$ cat src/rtl/imem_loader.sv
// Byte-streamed instruction memory loader.
// LOAD: assembles little-endian 32-bit words from an 8-bit stream into mem.
// RUN:  serves single-cycle-latency instruction fetches, flagging misaligned
//       or out-of-range addresses with a NOP response.
module imem_loader #(
  parameter int          DEPTH    = 32,
  parameter logic [31:0] NOP_WORD = 32'h00000013
) (
  input  logic        clk,
  input  logic        rst,
  input  logic        load_valid,
  input  logic [7:0]  load_data,
  input  logic        load_last,
  output logic        load_ready,
  input  logic        reload,
  output logic        load_done,
  output logic [5:0]  load_count,
  input  logic        fetch_req,
  input  logic [7:0]  fetch_addr,
  output logic        fetch_valid,
  output logic [31:0] fetch_instr,
  output logic        fetch_err
);

  localparam int          PW         = (DEPTH > 1) ? $clog2(DEPTH) : 1;
  localparam logic [31:0] ADDR_LIMIT = 32'(4 * DEPTH);
  localparam logic [PW-1:0] LAST_PTR = PW'(DEPTH - 1);

  localparam logic [0:0] ST_LOAD = 1'b0;
  localparam logic [0:0] ST_RUN  = 1'b1;

  logic [0:0]    state_r;
  logic [0:0]    state_nxt_s;
  logic [31:0]   mem_r [DEPTH];
  logic [PW-1:0] word_ptr_r;
  logic [1:0]    byte_cnt_r;
  logic [23:0]   asm_r;
  logic [5:0]    load_count_r;
  logic          load_ready_r;
  logic          load_done_r;
  logic          fetch_valid_r;
  logic [31:0]   fetch_instr_r;
  logic          fetch_err_r;

  logic          accept_s;
  logic          write_s;
  logic [31:0]   word_s;
  logic          fetch_hit_s;
  logic          fetch_bad_s;
  logic [PW-1:0] fetch_idx_s;
  logic [31:0]   fetch_data_s;

  assign load_ready  = load_ready_r;
  assign load_done   = load_done_r;
  assign load_count  = load_count_r;
  assign fetch_valid = fetch_valid_r;
  assign fetch_instr = fetch_instr_r;
  assign fetch_err   = fetch_err_r;

  // Word assembly: the incoming byte lands at the byte-counter lane, lanes above it are zero.
  always_comb begin
    accept_s = load_valid && load_ready_r;
    case (byte_cnt_r)
      2'd0:    word_s = {24'h000000, load_data};
      2'd1:    word_s = {16'h0000, load_data, asm_r[7:0]};
      2'd2:    word_s = {8'h00, load_data, asm_r[15:0]};
      2'd3:    word_s = {load_data, asm_r[23:0]};
      default: word_s = NOP_WORD;
    endcase
    write_s = accept_s && ((byte_cnt_r == 2'd3) || load_last);
  end

  // Next-state decision: leave LOAD after the final write, leave RUN on reload.
  always_comb begin
    case (state_r)
      ST_LOAD: begin
        if (write_s && (load_last || (word_ptr_r == LAST_PTR))) begin
          state_nxt_s = ST_RUN;
        end else begin
          state_nxt_s = ST_LOAD;
        end
      end
      ST_RUN: begin
        if (reload) begin
          state_nxt_s = ST_LOAD;
        end else begin
          state_nxt_s = ST_RUN;
        end
      end
      default: state_nxt_s = ST_LOAD;
    endcase
  end

  // Fetch decode: misaligned or beyond the stored program returns NOP with an error flag.
  always_comb begin
    fetch_hit_s = (state_r == ST_RUN) && fetch_req;
    fetch_bad_s = (fetch_addr[1:0] != 2'b00) || ({24'h000000, fetch_addr} >= ADDR_LIMIT);
    fetch_idx_s = PW'(fetch_addr[7:2]);
    if (fetch_bad_s) begin
      fetch_data_s = NOP_WORD;
    end else begin
      fetch_data_s = mem_r[fetch_idx_s];
    end
  end

  // Load control: state, status outputs, byte/word counters and partial-word staging.
  always_ff @(posedge clk) begin
    if (rst) begin
      state_r      <= ST_LOAD;
      load_ready_r <= 1'b1;
      load_done_r  <= 1'b0;
      word_ptr_r   <= '0;
      byte_cnt_r   <= 2'd0;
      asm_r        <= 24'h000000;
      load_count_r <= 6'd0;
    end else begin
      state_r      <= state_nxt_s;
      load_ready_r <= (state_nxt_s == ST_LOAD);
      load_done_r  <= (state_nxt_s == ST_RUN);
      if ((state_r == ST_RUN) && reload) begin
        word_ptr_r   <= '0;
        byte_cnt_r   <= 2'd0;
        load_count_r <= 6'd0;
      end else if (write_s) begin
        word_ptr_r   <= word_ptr_r + PW'(1);
        byte_cnt_r   <= 2'd0;
        load_count_r <= load_count_r + 6'd1;
      end else if (accept_s) begin
        byte_cnt_r <= byte_cnt_r + 2'd1;
        case (byte_cnt_r)
          2'd0:    asm_r[7:0]   <= load_data;
          2'd1:    asm_r[15:8]  <= load_data;
          2'd2:    asm_r[23:16] <= load_data;
          default: asm_r        <= asm_r;
        endcase
      end
    end
  end

  // Instruction storage: reset fills with NOP, loads overwrite one word at a time.
  always_ff @(posedge clk) begin
    if (rst) begin
      for (int i = 0; i < DEPTH; i++) begin
        mem_r[i] <= NOP_WORD;
      end
    end else if (write_s) begin
      mem_r[word_ptr_r] <= word_s;
    end
  end

  // Fetch response register: one-cycle latency, data and error held between responses.
  always_ff @(posedge clk) begin
    if (rst) begin
      fetch_valid_r <= 1'b0;
      fetch_instr_r <= 32'h00000000;
      fetch_err_r   <= 1'b0;
    end else if (fetch_hit_s) begin
      fetch_valid_r <= 1'b1;
      fetch_instr_r <= fetch_data_s;
      fetch_err_r   <= fetch_bad_s;
    end else begin
      fetch_valid_r <= 1'b0;
    end
  end

endmodule

$ cat config.mk
export PLATFORM = sky130hd
export DESIGN_NAME = imem_loader
export DESIGN_NICKNAME = d
export VERILOG_FILES = /design/src/rtl/imem_loader.sv
export SDC_FILE = /design/constraint.sdc
export NUM_CORES = 2
export LEC_CHECK = 0
export CORE_MARGIN = 2
export CORE_UTILIZATION = 53
export DETAILED_ROUTE_END_ITERATION = 12
export PLACE_DENSITY = 0.79
export RECOVER_POWER = 25
export REMOVE_ABC_BUFFERS = 1
export SLEW_MARGIN = 10
export SYNTH_ARGS = -nofsm -noshare
export SYNTH_HDL_FRONTEND = slang
export SYNTH_SLANG_ARGS = --single-unit
$ cat constraint.sdc
create_clock -name clk -period 7.6 [get_ports clk]
set_input_delay 1.52 -clock clk [delete_from_list [all_inputs] [get_ports clk]]
set_output_delay 1.52 -clock clk [all_outputs]
set_load 0.01 [all_outputs]
# Yosys cells after proc, flatten, opt, wreduce, memory -nomap -nowiden
# Memory sizes are Yosys's and may differ from the RTL's.
# Index checks and enable logic that the tools add are counted.
totals:
  ff_bits: 73
  mem_bits_rw: 1024
  input_bits: 22
  output_inout_bits: 42
  elab_cells: 54
  n_memories: 1
memory_table:
  columns: ["memory", "depth", "width", "read_ports", "rd_clocked_by_memory_dff", "write_ports", "line", "source"]
  rows:
  - ["mem_r", 32, 32, 1, 0, 32, "34", "logic [31:0] mem_r [DEPTH];"]
op_classes:
  n_addsub: 3
  n_lt_le_gt_ge: 1
  eq_ne: 4
  muxes: 14
  bitwise: 4
  n_reduce_logical: 16
op_table:
  columns: ["operator", "count"]
  rows:
  - ["32-bit case mux with 4 select lines", 1]
  - ["32-bit 2-to-1 mux", 2]
  - ["32-bit OR reduction", 1]
  - ["4-bit AND reduction", 3]
  - ["1-bit 2-to-1 mux", 9]
  - ["8-bit greater-or-equal comparator, second input constant", 1]
  - ["6-bit by 1-bit adder with 6-bit output, second input constant", 1]
  - ["5-bit by 1-bit adder with 5-bit output, second input constant", 1]
  - ["5-bit == test, second input constant", 1]
  - ["1-bit logical AND", 5]
  - ["5-bit 2-to-1 mux", 1]
  - ["2-bit == test, second input constant", 2]
  - ["1-bit inverter", 4]
  - ["1-bit logical OR", 3]
  - ["3-bit OR reduction", 1]
  - ["2-bit by 1-bit adder with 2-bit output, second input constant", 1]
  - ["2-bit by 1-bit == test with 1-bit output, second input constant", 1]
  - ["2-bit zero test", 1]
  - ["1-bit case mux with 2 select lines", 1]
  - ["2-bit nonzero test", 1]
  - ["2-bit OR reduction", 1]

# Logic depth before layout (Yosys ltp)
depth:
  word_depth: 8
  ltp_mapped: 10
  mapped_depth_nobuf: 8

# Worst setup path after synthesis
# OpenSTA, ideal clock, no wires.
synth_path:
  path_type: "input -> register"
  from: "in load_valid"
  to: "mem mem_r[8][0] (enable)"
  setup_time_ps: 394
  arrival_ps: 3401
  t_required_ps: 7206
  path_slack_ps: 3805
  path_stages: 7
  path_buffers: 2
  cell_sequence: "o211ai_2 nor2_1 and2_1 clkbuf_1 nand2_1 clkbuf_1 nand2b_1"
synth_lines:
  columns: ["element", "line", "source"]
  rows:
  - ["from (decl)", "11", "input logic load_valid,"]
  - ["to (decl)", "34", null]

# Final worst setup path
layout_path:
  from: "in fetch_addr[3]"
  to: "reg fetch_instr_r[9] (netlist: fetch_instr[9])"
layout_between:
  elab_chain_len: 3
  elab_cells_between_ends: 4
  classes_between: "order compare: 1; mux: 1; reduce/logical: 1; memory: 1"
layout_rtl:
  columns: ["element", "line", "source"]
  rows:
  - ["from (decl)", "19", "input logic [7:0] fetch_addr,"]
  - ["8-bit greater-or-equal comparator", "97", "fetch_bad_s = (fetch_addr[1:0] != 2'b00) || ({24'h000000, fetch_addr} >= ADDR_LIMIT);"]
  - ["1-bit logical OR", "97", null]
  - ["32-bit 2-to-1 mux *", "99", "if (fetch_bad_s) begin"]
  - ["to (signal assigned)", "159", "fetch_instr_r <= fetch_data_s;"]
  - ["to (decl)", "42", "logic [31:0] fetch_instr_r;"]
# Mark *: on every way between the ends. The rest lies on a longest branch, timed or not.
# A chain may end at the register's enable or synchronous reset.

==> results_dict.tcl <==
set metrics [dict create \
    cts_resized 0 \
    hold_violations 0 \
    grt_pass1_vias 29500 \
    fin_crit_ns 6.18 \
    antennaDiodeCount 0 \
    synth_flop_cell "edfxtp_1" \
    clock.fmax_mhz 162 \
    worst_pin_slew_ns 4.08 \
    initial_utilization 0.533 \
    slew_headroom -1.72 \
    drive_gt1_frac 0.136 \
    cts_tree "yes" \
    hold_path_class "register to register" \
    synth-edff-count 1024 \
    synth_area_leaders "edfxtp_1 (64%), nor2_1 (7.8%), mux4_2 (7.3%), mux2i_1 (4.9%), dfxtp_1 (3.0%)" \
    synth_top_family_by_area "multiplexers" \
    hpwl_mm 85.4 \
    path_delay_family "buffers and inverters" \
    maxCapViolCount 11 \
    placement_rows 110 \
    cp.depth 6 \
    setup_tns_ns 0 \
    antenna_found_initial 5 \
    rsz0062_at_grt "false" \
    cts.sinks 1097 \
    io_pins 64 \
    synth_area_mm2 0.0479 \
    critical_path.max_fanout 92 \
    htree_levels 3 \
    synth_fa_ha_area_frac 0.00313 \
    maxSlewViolCount 375 \
    yosysSeqAreaShare 0.672 \
    ff2ff_path_depth 6 \
    ir_drop_mv 0.239 \
    gp_congestion 0.975 \
    wirelength_mm 139 \
    cp_slowest_stage_delay_ns 2.93 \
    arrival_ns 6.76 \
    violations "capacitance limit, slew limit" \
    final_util 0.586 \
    synthMuxAreaShare 0.130 \
    startpoint_type "input pin" \
    holdBufCountCts 0 \
    drt_first_pass_iters 6 \
    post_synth_inst_count 3580 \
    path_cells "buf_8 > clkbuf_1 > mux4_2 > mux2i_1 > a31oi_1 > and3_1" \
    die_h_um 305 \
    clk_pin_slew_ns 0.07 \
    numCtsBuffers 107 \
    outcome "finished with violations" \
    nNetsFinal 3499 \
    synth_common_cells "edfxtp_1 (1024), nor2_1 (992), clkbuf_1 (271)" \
    worstPathRequired_ns 8.18 \
    fp.dieArea_mm2 0.0929 \
    clk_latency_ns 0.69 \
    synth_xor_area_frac 0.00164 \
    p_leak_nw 17.4 \
    synth.most_common_cell "edfxtp_1" \
    grt_max_degree 93 \
    powerDensity_mw_per_mm2 252 \
    port-buffer-count 63 \
    synth_top_area_frac 0.642 \
    async_reset_ff_frac 0 \
    wl_per_cell_um 29.5 \
    crit_type "input pin to register" \
    final-setup-viol-count 0 \
    power_w 0.0133 \
    via_per_inst 6.47 \
    die_w_um 305 \
    dpl_cell_area_mm2 0.0491 \
    drc 0 \
    synth_cell_type_count 56 \
    ant_nets 0 \
    clockRootBuffer "clkbuf_16" \
    yosys.area_share.simple 0.118 \
    cp-end-kind "register" \
    grt_first_pass_wirelength_mm 200 \
    path_buf_inv 2 \
    finalClockSkew_ns 0.0263 \
    post-synth-top-area-cell "edfxtp_1" \
    overflow 0 \
    post-route-period-util 0.813 \
    vias 30600 \
    yosys_warnings 0 \
    ys_ff_latch 1097 \
    crit_path_top_delay_cell "clkbuf_1" \
    synth_compound_area_frac 0.0430 \
    post_cts_buffers 0 \
    syn_avg_cell_area_um2 13.4 \
    area_delta_synth_final_pct 9.83 \
    core-area_mm2 0.0899 \
    whs_path_depth 2 \
    grt_usage 0.297 \
    clock_path_buffers 3 \
    fin_area_mm2 0.0526 \
    dr.first_iter.drc_count 5258 \
]
through the flow:
| step | hold slack [ns] | cells | setup WS, ns |
|---|---|---|---|
| global route | 0.464 | 4733 | 1.29 |
| finish | 0.454 | 4733 | 1.42 |
| detailed placement | 0.443 | 4532 | 1.76 |
| CTS | 0.452 | 4733 | 2.46 |
| global placement | 0.437 | 4532 | 1.87 |
| floorplan | 0.425 | 3234 | 3.62 |
report_power, final:
group / internal, W / switching (W) / total, W / leakage, nW
registers: 0.00679 / 0.0000700 / 0.00686 / 10.7
logic: 0.000286 / 0.000633 / 0.000919 / 4.92
clock network: 0.00317 / 0.00232 / 0.00549 / 1.78
total: 0.0103 / 0.00302 / 0.0133 / 17.4
state kept, by name, summed over array words and instances (netlist names):
name	flops
word_ptr_r	5
asm_r	24
load_done	1
load_count	6
byte_cnt_r	2
fetch_instr	32
fetch_err	1
fetch_valid	1
load_ready	1
mem_r	1024
per-layer routing:
layer	vias to the layer above	GRT usage	routed length [um]
met1	15200	0.401	48400
met5	-	0	43
met2	2361	0.434	61200
met4	8	0.136	7330
met3	366	0.108	22500
li1	12700	-	-
path summary, 6_finish.rpt:
kind                                   start                           to  slack [ns]
setup / recovery               fetch_addr[3]  fetch_instr[9]$_SDFFE_PP0P_        1.42
hold / removal        asm_r[22]$_SDFFE_PP0P_       asm_r[22]$_SDFFE_PP0P_        0.45
setup reg to reg  byte_cnt_r[1]$_SDFFE_PP0N_  mem_r[20][23]$_SDFFCE_PN0P_        1.93
hold reg to reg       asm_r[22]$_SDFFE_PP0P_       asm_r[22]$_SDFFE_PP0P_        0.45
cell usage in the layout (no fill, tap or decap), drive strengths merged, types with 6 or more instances in the layout:
cell | Yosys | final
a21oi | 76 | 76
a221o | 18 | 18
a22oi | 81 | 81
a2bb2oi | 8 | 8
a31oi | 33 | 33
and2 | 9 | 9
and3 | 31 | 31
buf | 75 | 51
bufinv | 0 | 15
clkbuf | 271 | 137
clkdlybuf4s50 | 0 | 12
clkinv | 0 | 54
clkinvlp | 0 | 6
dfxtp | 73 | 73
dlygate4sd3 | 0 | 45
edfxtp | 1024 | 1024
ha | 12 | 12
inv | 5 | 8
mux2 | 29 | 29
mux2i | 234 | 234
mux4 | 157 | 157
nand2 | 232 | 232
nand2b | 34 | 34
nand3 | 35 | 35
nor2 | 992 | 992
o2111ai | 10 | 10
o21ai | 32 | 32
o22a | 7 | 7
o22ai | 12 | 12
or2 | 14 | 14
or3b | 14 | 14
xor2 | 7 | 7
worst register-to-register path, cell delays in order, from the launching register on:
cell      delay [ns]
dfxtp_1         0.53
ha_1            0.58
o211ai_1        0.46
nor2_1          0.51
and2_0          1.06
nand2_1         1.08
nand2b_2        1.06
cell families (layout without fill, tap and decap cells):
family / count (synthesis) / in the layout
AOI/OAI and AO/OA: 302 / 302
and+or+nand+nor: 1389 / 1389
adders and majority gates: 12 / 12
DFF: 1097 / 1097
xor gates and xnor gates: 9 / 9
muxes: 420 / 420
buffers and inverters: 351 / 328
layout make-up:
cell class | count | area (um2)
multi-input combinational | 2132 | 14300
tap | 1176 | 1470
inverter | 5 | 18.8
timing repair buffer | 122 | 1040
fill | 6688 | 37200
sequential | 1097 | 32200
clock inverter | 78 | 800
clock buffer | 123 | 2820
Note: power is estimated with default switching activity, not from simulation.
